## config.mk

```make
export PLATFORM = sky130hd
export DESIGN_NAME = mem_bus_arbiter
export DESIGN_NICKNAME = d
export VERILOG_FILES = /design/src/rtl/mem_bus_arbiter.sv
export SDC_FILE = /design/constraint.sdc
export NUM_CORES = 1
export LEC_CHECK = 0
export ABC_CLOCK_PERIOD_IN_PS = 5400
export CORE_ASPECT_RATIO = 1.1
export CORE_MARGIN = 2
export CORE_UTILIZATION = 45
export DETAILED_ROUTE_END_ITERATION = 7
export PLACE_DENSITY = 0.95
export SETUP_SLACK_MARGIN = 0.2
export SYNTH_ARGS = -nofsm -noshare
export SYNTH_HDL_FRONTEND = slang
export SYNTH_SLANG_ARGS = --single-unit
```

## constraint.sdc

```tcl
create_clock -name i_clk -period 5.4 [get_ports i_clk]
set_clock_uncertainty 0.1 [all_clocks]
set_input_delay 1.08 -clock i_clk [delete_from_list [all_inputs] [get_ports i_clk]]
set_output_delay 1.08 -clock i_clk [all_outputs]
set_load 0.01 [all_outputs]
```

## src/rtl/mem_bus_arbiter.sv

```systemverilog
`default_nettype none
// ============================================================================
// Module      : mem_bus_arbiter
// Description : Shares one single-port memory between the CPU port and a
//               DMA/debug-loader port. One transaction in flight at a time:
//               grant, one-cycle strobe, optional read-latency wait, then a
//               one-cycle ack to the winning requester.
// Ports       : i_clk, i_rst_n         clock, async active-low reset
//               i_cpu_* / o_cpu_*      CPU request side (req/wr/address/data,
//                                      read data, ack)
//               i_dma_* / o_dma_*      DMA request side, same shape
//               o_mem_rd/o_mem_wr      memory strobes
//               o_mem_address/_data    memory address and write data
//               i_mem_data             memory read data
//               o_grant                one-hot owner {dma,cpu}, 00 when idle
//               o_busy                 high whenever a transaction is active
// Revision    : 1.0  initial release
// ============================================================================
module mem_bus_arbiter #(
   parameter int AW           = 16,
   parameter int DW           = 16,
   parameter int RD_LATENCY   = 1,
   parameter int CPU_PRIORITY = 0
) (
   input  logic          i_clk,
   input  logic          i_rst_n,
   input  logic          i_cpu_req,
   input  logic          i_cpu_wr,
   input  logic [AW-1:0] i_cpu_address,
   input  logic [DW-1:0] i_cpu_data,
   output logic [DW-1:0] o_cpu_data,
   output logic          o_cpu_ack,
   input  logic          i_dma_req,
   input  logic          i_dma_wr,
   input  logic [AW-1:0] i_dma_address,
   input  logic [DW-1:0] i_dma_data,
   output logic [DW-1:0] o_dma_data,
   output logic          o_dma_ack,
   output logic          o_mem_rd,
   output logic          o_mem_wr,
   output logic [AW-1:0] o_mem_address,
   output logic [DW-1:0] o_mem_data,
   input  logic [DW-1:0] i_mem_data,
   output logic [1:0]    o_grant,
   output logic          o_busy
);

   typedef enum logic [1:0] {
      S_IDLE  = 2'd0,
      S_ISSUE = 2'd1,
      S_WAIT  = 2'd2,
      S_ACK   = 2'd3
   } state_t;

   // Read latency is limited to 0..7, so a 3-bit down-counter suffices.
   localparam logic [2:0] LAT = 3'(RD_LATENCY);

   state_t          state_q;
   logic [2:0]      cnt_q;
   logic            op_wr_q;
   logic            last_dma_q;
   logic            mem_rd_q;
   logic            mem_wr_q;
   logic [AW-1:0]   mem_address_q;
   logic [DW-1:0]   mem_data_q;
   logic            cpu_ack_q;
   logic            dma_ack_q;
   logic [DW-1:0]   cpu_data_q;
   logic [DW-1:0]   dma_data_q;
   logic [1:0]      grant_q;
   logic            busy_q;

   logic            pick_dma_d;
   logic            done_d;

   // Winner selection. On a tie with round-robin enabled the port that did
   // not win last time is chosen; last_dma_q resets to 1 so the first tie
   // after reset goes to the CPU.
   always_comb begin
      pick_dma_d = 1'b0;
      if (i_dma_req && !i_cpu_req) begin
         pick_dma_d = 1'b1;
      end else if (i_dma_req && i_cpu_req && (CPU_PRIORITY == 0)) begin
         pick_dma_d = !last_dma_q;
      end
   end

   // High in the final ISSUE/WAIT cycle: the next edge enters ACK and
   // samples the memory read data.
   always_comb begin
      done_d = ((state_q == S_ISSUE) && (op_wr_q || (LAT == 3'd0))) ||
               ((state_q == S_WAIT)  && (cnt_q == 3'd1));
   end

   always_ff @(posedge i_clk or negedge i_rst_n) begin
      if (!i_rst_n) begin
         state_q       <= S_IDLE;
         cnt_q         <= 3'd0;
         op_wr_q       <= 1'b0;
         last_dma_q    <= 1'b1;
         mem_rd_q      <= 1'b0;
         mem_wr_q      <= 1'b0;
         mem_address_q <= '0;
         mem_data_q    <= '0;
         cpu_ack_q     <= 1'b0;
         dma_ack_q     <= 1'b0;
         cpu_data_q    <= '0;
         dma_data_q    <= '0;
         grant_q       <= 2'b00;
         busy_q        <= 1'b0;
      end else begin
         // Strobes and acks are single-cycle pulses.
         mem_rd_q  <= 1'b0;
         mem_wr_q  <= 1'b0;
         cpu_ack_q <= 1'b0;
         dma_ack_q <= 1'b0;

         unique case (state_q)
            S_IDLE: begin
               if (i_cpu_req || i_dma_req) begin
                  grant_q       <= pick_dma_d ? 2'b10 : 2'b01;
                  last_dma_q    <= pick_dma_d;
                  op_wr_q       <= pick_dma_d ? i_dma_wr      : i_cpu_wr;
                  mem_address_q <= pick_dma_d ? i_dma_address : i_cpu_address;
                  mem_data_q    <= pick_dma_d ? i_dma_data    : i_cpu_data;
                  if (pick_dma_d ? i_dma_wr : i_cpu_wr) begin
                     mem_wr_q <= 1'b1;
                  end else begin
                     mem_rd_q <= 1'b1;
                  end
                  busy_q  <= 1'b1;
                  state_q <= S_ISSUE;
               end
            end
            S_ISSUE: begin
               if (done_d) begin
                  state_q <= S_ACK;
               end else begin
                  cnt_q   <= LAT;
                  state_q <= S_WAIT;
               end
            end
            S_WAIT: begin
               cnt_q <= cnt_q - 3'd1;
               if (done_d) begin
                  state_q <= S_ACK;
               end
            end
            S_ACK: begin
               grant_q <= 2'b00;
               busy_q  <= 1'b0;
               state_q <= S_IDLE;
            end
            default: begin
               state_q <= S_IDLE;
            end
         endcase

         if (done_d) begin
            cpu_ack_q <= grant_q[0];
            dma_ack_q <= grant_q[1];
            if (!op_wr_q) begin
               if (grant_q[0]) begin
                  cpu_data_q <= i_mem_data;
               end
               if (grant_q[1]) begin
                  dma_data_q <= i_mem_data;
               end
            end
         end
      end
   end

   assign o_mem_rd      = mem_rd_q;
   assign o_mem_wr      = mem_wr_q;
   assign o_mem_address = mem_address_q;
   assign o_mem_data    = mem_data_q;
   assign o_cpu_ack     = cpu_ack_q;
   assign o_dma_ack     = dma_ack_q;
   assign o_cpu_data    = cpu_data_q;
   assign o_dma_data    = dma_data_q;
   assign o_grant       = grant_q;
   assign o_busy        = busy_q;

endmodule
`default_nettype wire

```

==> flow_metrics.tcl, run 1 <==
set metrics [dict create \
    status "finished clean" \
    crit_arrival_ns 2.92 \
    cap_violations 0 \
    fill_cells 536 \
    initial_core_util 0.468 \
    dieArea_mm2 0.00859 \
    final_net_count 530 \
    h-tree-depth 3 \
    wl_per_cell_um 15.4 \
    seq_power_share 0.358 \
    ir_drop_mv 0.235 \
    synthFlopType "dfrtp_1" \
    p_comb_frac 0.466 \
    drive_above_1_share 0.134 \
    p_leak_nw 2.42 \
    layout_min_cycle_time_ns 2.82 \
    ys_warn_count 0 \
    swShare 0.326 \
    io_buffers 156 \
    areaGrowthSynthToFinish_pct 52.2 \
    clkTransAtPathRegs_ns 0.07 \
    cts_root_buf "clkbuf_8" \
    ys_ff_latch 78 \
    crit_slowest_cell "clkdlybuf4s50_1" \
    ys_seq_area_frac 0.552 \
    final_cells 546 \
    die_w_um 88.6 \
    clkSinkCount 78 \
    place_congestion 0.777 \
    grt_pass1_vias 2830 \
    cts_buffers 9 \
    worstPathRequired_ns 5.51 \
    worst-path-buf-inv 2 \
    grt_util_all_layers 0.203 \
    antenna_found_initial 0 \
    dpl_worst_slack_ns 2.20 \
    rows 33 \
    intPower_mw 1.96 \
    drc 0 \
    syn_area_mm2 0.00354 \
    tns_ns 0 \
    setup.worst_path.start "i_dma_req" \
    viasPerCell 4.97 \
    cp-end-kind "flip-flop" \
    dieHeight_um 97.0 \
    max-slew-margin-rel 0.378 \
    grt_max_degree 79 \
    worstSetupPathType "in -> reg" \
    power-per-cell-area_mw_per_mm2 540 \
    place_inst 531 \
    hold_buffers 0 \
    critPathMaxStageDelay_ns 0.64 \
    syn_nets 375 \
    n_antenna_cell 0 \
    grt_overflow 0 \
    synth-async-reset-ratio 1.00 \
    crit-reg2reg-launch "state_q[0]$_DFFE_PN0P_" \
    crit_fanout 33 \
    cts_resized 0 \
    dp_hpwl_um 6400 \
    crit_path_start_kind "primary input" \
    switchingPower_mw 0.948 \
    clkLatencyLatePin_ns 0.34 \
    avgSynthCellArea_um2 12.6 \
    grt_pass1_wl_um 13500 \
    min-delay-start "o_mem_address[5]$_DFFE_PN0P_" \
    post_cts_buffers 0 \
    max_freq_ghz 0.355 \
    synthesis.instances 282 \
    timing.final.crit_share 0.521 \
    setup_viol 0 \
    postRouteAntennaNets 0 \
    hp-class "reg -> reg" \
    finalWirelength_um 8430 \
    drt_iter0_drc 115 \
    synth_edf_count 0 \
    num_vias 2715 \
    core_mm2 0.00756 \
    crit_family "buffers and inverters" \
    hold_viol_final 0 \
    dr.pass1.iters 4 \
    rsz0062_at_grt "false" \
    synthDistinctLibCells 35 \
    clkPwrFrac 0.176 \
    cts_tree "yes" \
    worst_slew_pin_slew_ns 0.933 \
    fin_ws_ns 2.58 \
    ios 157 \
    maxSlewViolCount 0 \
    path_cells "clkdlybuf4s50_1 -> a21boi_4 -> buf_4 -> mux2i_1 -> nor2b_1 -> a21oi_1" \
    clock_path_buffers 2 \
]
-- final cells by class --
cell class,instances,area (um2),share of cell area
clock buffer,9,124,0.0230
tap,105,131,0.0244
sequential,78,1950,0.363
timing repair buffer,158,1570,0.292
inverter,7,26.3,0.00488
multi-input combinational,183,1470,0.272
clock inverter,6,111,0.0207
-- cell usage in the layout, fill, tap and decap left out, types with 2 or more instances in the layout --
cell type	instances
o22ai_1	2
clkbuf_8	9
nand3_1	2
a22o_1	3
nand2b_1	2
clkdlybuf4s50_1	155
mux2_4	20
mux2_2	13
o21ai_1	2
dfrtp_1	77
nand2_4	2
and2_1	2
bufinv_16	3
a21oi_1	2
a21boi_0	2
mux2i_1	34
o21ai_0	36
nor2_1	3
ha_1	7
inv_1	7
nand2_1	38
a22oi_1	2
buf_4	3
-- synthesized netlist by cell type (2+ instances only) --
cell type | n | area, um2
dfrtp_1 | 77 | 1930
nand2_1 | 38 | 143
o21ai_0 | 36 | 180
mux2i_1 | 34 | 340
mux2_4 | 20 | 300
mux2_2 | 13 | 146
ha_1 | 7 | 87.6
inv_1 | 7 | 26.3
clkbuf_1 | 5 | 18.8
a22o_1 | 3 | 26.3
buf_2 | 3 | 15.0
buf_6 | 3 | 33.8
nor2_1 | 3 | 11.3
o21ai_1 | 3 | 15.0
a21boi_0 | 2 | 15.0
a21oi_1 | 2 | 10.0
a22oi_1 | 2 | 15.0
and2_1 | 2 | 12.5
buf_12 | 2 | 40.0
nand2_4 | 2 | 22.5
nand2b_1 | 2 | 12.5
nand3_1 | 2 | 10.0
o22ai_1 | 2 | 12.5
-- final timing paths --
kind | end | slack, ns | depth (start not counted)
max in group asynchronous | o_mem_data[13]$_DFFE_PN0P_ | 3.82 | 1
min in group asynchronous | o_dma_data[4]$_DFFE_PN0P_ | 0.79 | 1
worst max-delay path | op_wr_q$_DFFE_PN0P_ | 2.58 | 6
worst min-delay path | o_mem_address[5]$_DFFE_PN0P_ | 0.38 | 2
worst min register to register | o_mem_address[5]$_DFFE_PN0P_ | 0.38 | 2
worst max register to register | o_cpu_data[10]$_DFFE_PN0P_ | 3.42 | 6
-- metrics by stage --
step | hold WS, ns | power, mW | utilization | area, um2
after global placement | 0.360 | 2.35 | 0.682 | 5150
after detailed placement | 0.370 | 2.42 | 0.682 | 5150
after CTS | 0.387 | 2.94 | 0.713 | 5390
after global routing | 0.412 | 3.11 | 0.713 | 5390
after floorplan | 0.356 | 1.69 | - | 3540
final | 0.380 | 2.91 | 0.713 | 5390
-- worst min-delay path: cells and delay by family, from the launching register on --
family	cells	cell delay (ns)
AO/OA/AOI/OAI	1	0.06
flip-flops	1	0.35
AND/OR/NAND/NOR	1	0.04
-- registers in the layout (all words and copies together) (netlist names) --
register,count
last_dma_q,1
o_mem_rd,1
o_dma_ack,1
o_dma_data,16
o_cpu_ack,1
op_wr_q,1
o_mem_address,16
o_busy,1
o_grant,2
cnt_q,3
state_q,2
o_cpu_data,16
o_mem_data,16
o_mem_wr,1
-- layer usage --
| layer | wire [um] | up-vias | part of all wire | track usage |
|---|---|---|---|---|
| li1 | - | 1291 | - | - |
| met1 | 3360 | 1294 | 0.40 | 0.234 |
| met2 | 4210 | 124 | 0.50 | 0.345 |
| met3 | 768 | 6 | 0.091 | 0.0734 |
| met4 | 89 | 0 | 0.011 | 0.0664 |
| met5 | 0 | - | 0 | 0 |
-- cells by family (layout without fill, tap and decap cells) --
kind of cell / Yosys count / after routing / synth area share
AO/OA/AOI/OAI: 56 / 56 / 0.0919
adder cells (fa/ha/maj): 7 / 7 / 0.0247
buffers and inverters: 21 / 180 / 0.0399
flip-flops: 78 / 78 / 0.552
multiplexers: 67 / 67 / 0.222
AND/OR/NAND/NOR: 53 / 53 / 0.0693
-- power by group through the flow --
| stage | Clock, mW | Sequential [mW] | Combinational [mW] |
|---|---|---|---|
| 2_1_floorplan | 0 | 1.15 | 0.545 |
| 3_3_place_gp | 0 | 1.03 | 1.32 |
| 3_5_place_dp | 0 | 1.05 | 1.37 |
| 4_1_cts | 0.526 | 1.05 | 1.37 |
| 5_1_grt | 0.555 | 1.08 | 1.47 |
| 6_report | 0.513 | 1.04 | 1.36 |
Note: power is estimated with default switching activity, not from simulation.
==> inputs of run 2 (changes only) <==
Settings changed: ABC_CLOCK_PERIOD_IN_PS 5400 to 2850, CORE_UTILIZATION 45 to 42, PLACE_DENSITY 0.95 to 0.92.
Clock period 5.4 ns to 2.85 ns, I/O delays scaled along.
==> run 2 against run 1 <==
  * Routed wire length is 2.6% lower
  * Non-clock buffer count unchanged
  * Via count fell by 0.74%
  * First-iteration DRC count shrank 47%
  * Cell area is essentially flat
  * Sequential share of layout area about the same
  * Total power rose by 85%
  * Setup slack worse by 1.8 ns
  * Utilization shrank 6.3 points
  * Register-to-register slack lost 2.5 ns
  * Clock-buffer cell count increased by 1
  * Flip-flop and latch count stayed put
  * Critical path type is now reg -> out
==> flow_metrics.tcl, run 2 (synthesis gave the netlist of run 1 again) <==
set metrics [dict create \
    grt_pass1_wl_um 13400 \
    clkTransAtPathRegs_ns 0.08 \
    h-tree-depth 3 \
    tns_ns 0 \
    p_comb_frac 0.480 \
    worst-path-buf-inv 1 \
    cap_violations 0 \
    worstPathRequired_ns 2.18 \
    clkSinkCount 78 \
    crit-reg2reg-launch "state_q[0]$_DFFE_PN0P_" \
    critPathMaxStageDelay_ns 0.59 \
    swShare 0.333 \
    layout_min_cycle_time_ns 2.05 \
    switchingPower_mw 1.79 \
    dieArea_mm2 0.00918 \
    hold_buffers 0 \
    layout_commonest_cell "clkdlybuf4s50_1" \
    drt_iter0_drc 61 \
    final_net_count 530 \
    areaGrowthSynthToFinish_pct 52.1 \
    postRouteAntennaNets 0 \
    intPower_mw 3.59 \
    crit_arrival_ns 1.38 \
    worstSetupPathType "reg -> out" \
    worst_slew_pin_slew_ns 0.953 \
    clkPwrFrac 0.153 \
    grt_max_degree 79 \
    grt_pass1_vias 2796 \
    n_antenna_cell 0 \
    drc 0 \
    hp-class "in -> async" \
    drive_above_1_share 0.136 \
    die_w_um 91.5 \
    power-per-cell-area_mw_per_mm2 998 \
    cts_root_buf "clkbuf_8" \
    hold_viol_final 0 \
    fill_cells 627 \
    io_buffers 156 \
    core_mm2 0.00828 \
    clock_path_buffers 2 \
    initial_core_util 0.428 \
    seq_power_share 0.368 \
    fin_ws_ns 0.796 \
    timing.final.crit_share 0.721 \
    p_leak_nw 2.41 \
    viasPerCell 4.87 \
    num_vias 2695 \
    reg2reg_setup_slack_ns 0.88 \
    antenna_found_initial 0 \
    dpl_worst_slack_ns 0.504 \
    clkLatencyLatePin_ns 0.34 \
    finalWirelength_um 8210 \
    final_util 0.650 \
    crit_fanout 5 \
    place_congestion 0.833 \
    final-seq-area_mm2 0.00195 \
    r2r-end "o_dma_data[11]$_DFFE_PN0P_" \
    cts_buffers 9 \
    crit_path_start_kind "flip-flop" \
    crit_family "buffers and inverters" \
    cts_tree "yes" \
    reg2reg_depth 6 \
    cts_resized 0 \
    dp_hpwl_um 6020 \
    grt_util_all_layers 0.184 \
    grt_overflow 0 \
    maxSlewViolCount 0 \
    ir_drop_mv 0.396 \
    setup_viol 0 \
    rows 35 \
    status "finished clean" \
    ios 157 \
    max-slew-margin-rel 0.365 \
    wl_per_cell_um 14.8 \
    rsz0062_at_grt "false" \
    timing.hold.ws_ns 0.274 \
    final_cell_mix "clkdlybuf4s50_1, dfrtp_1, nand2_1, o21ai_0, mux2i_1" \
    crit_slowest_cell "clkdlybuf4s50_1" \
    multi_input_area_mm2 0.00147 \
    max_freq_ghz 0.487 \
    dr.pass1.iters 4 \
    post_cts_buffers 0 \
    path_cells "clkdlybuf4s50_1" \
    dieHeight_um 100 \
    power_mw 5.38 \
    cp-end-kind "output port" \
]
## run 2: routing by layer
layer / vias to the layer above / global-route usage / share of wire
met2: 113 / 0.316 / 0.51
li1: 1294 / - / -
met3: 8 / 0.0480 / 0.065
met5: - / 0 / 0
met1: 1280 / 0.224 / 0.41
met4: 0 / 0.0676 / 0.013
## run 2: per-stage QoR
stage	cell area (um2)	cells
after floorplan	3540	282
after global placement	5180	537
after detailed placement	5180	537
after CTS	5380	553
after global routing	5380	553
final	5380	553
## run 2: final cells by class
type	instances	share of cell area
clock buffers	10	0.0256
multi-input cells	183	0.273
flip-flops and latches	78	0.363
clock inverters	6	0.0114
repair buffers	158	0.297
well taps	111	0.0258
inverters	7	0.00488
## run 2: power by group through the flow
stage	clock (mW)	sequential, mW	combinational (mW)
floorplan	0	2.18	1.03
global placement	0	1.96	2.51
detailed placement	0	1.99	2.60
CTS	0.842	1.98	2.61
global route	0.892	2.05	2.79
finish	0.821	1.98	2.58
## run 2: how the worst max path moves through the flow
stage,start,to,slack [ns],cells after the start
finish,o_grant[0]$_DFFE_PN0P_,o_grant[0],0.80,1
detailed placement,i_dma_req,o_mem_data[15]$_DFFE_PN0P_,0.50,5
floorplan,state_q[0]$_DFFE_PN0P_,o_cpu_data[10]$_DFFE_PN0P_,1.02,7
CTS,o_grant[1]$_DFFE_PN0P_,o_grant[1],0.77,1
global route,o_grant[1]$_DFFE_PN0P_,o_grant[1],0.73,1
global placement,i_dma_req,o_mem_address[3]$_DFFE_PN0P_,0.58,5
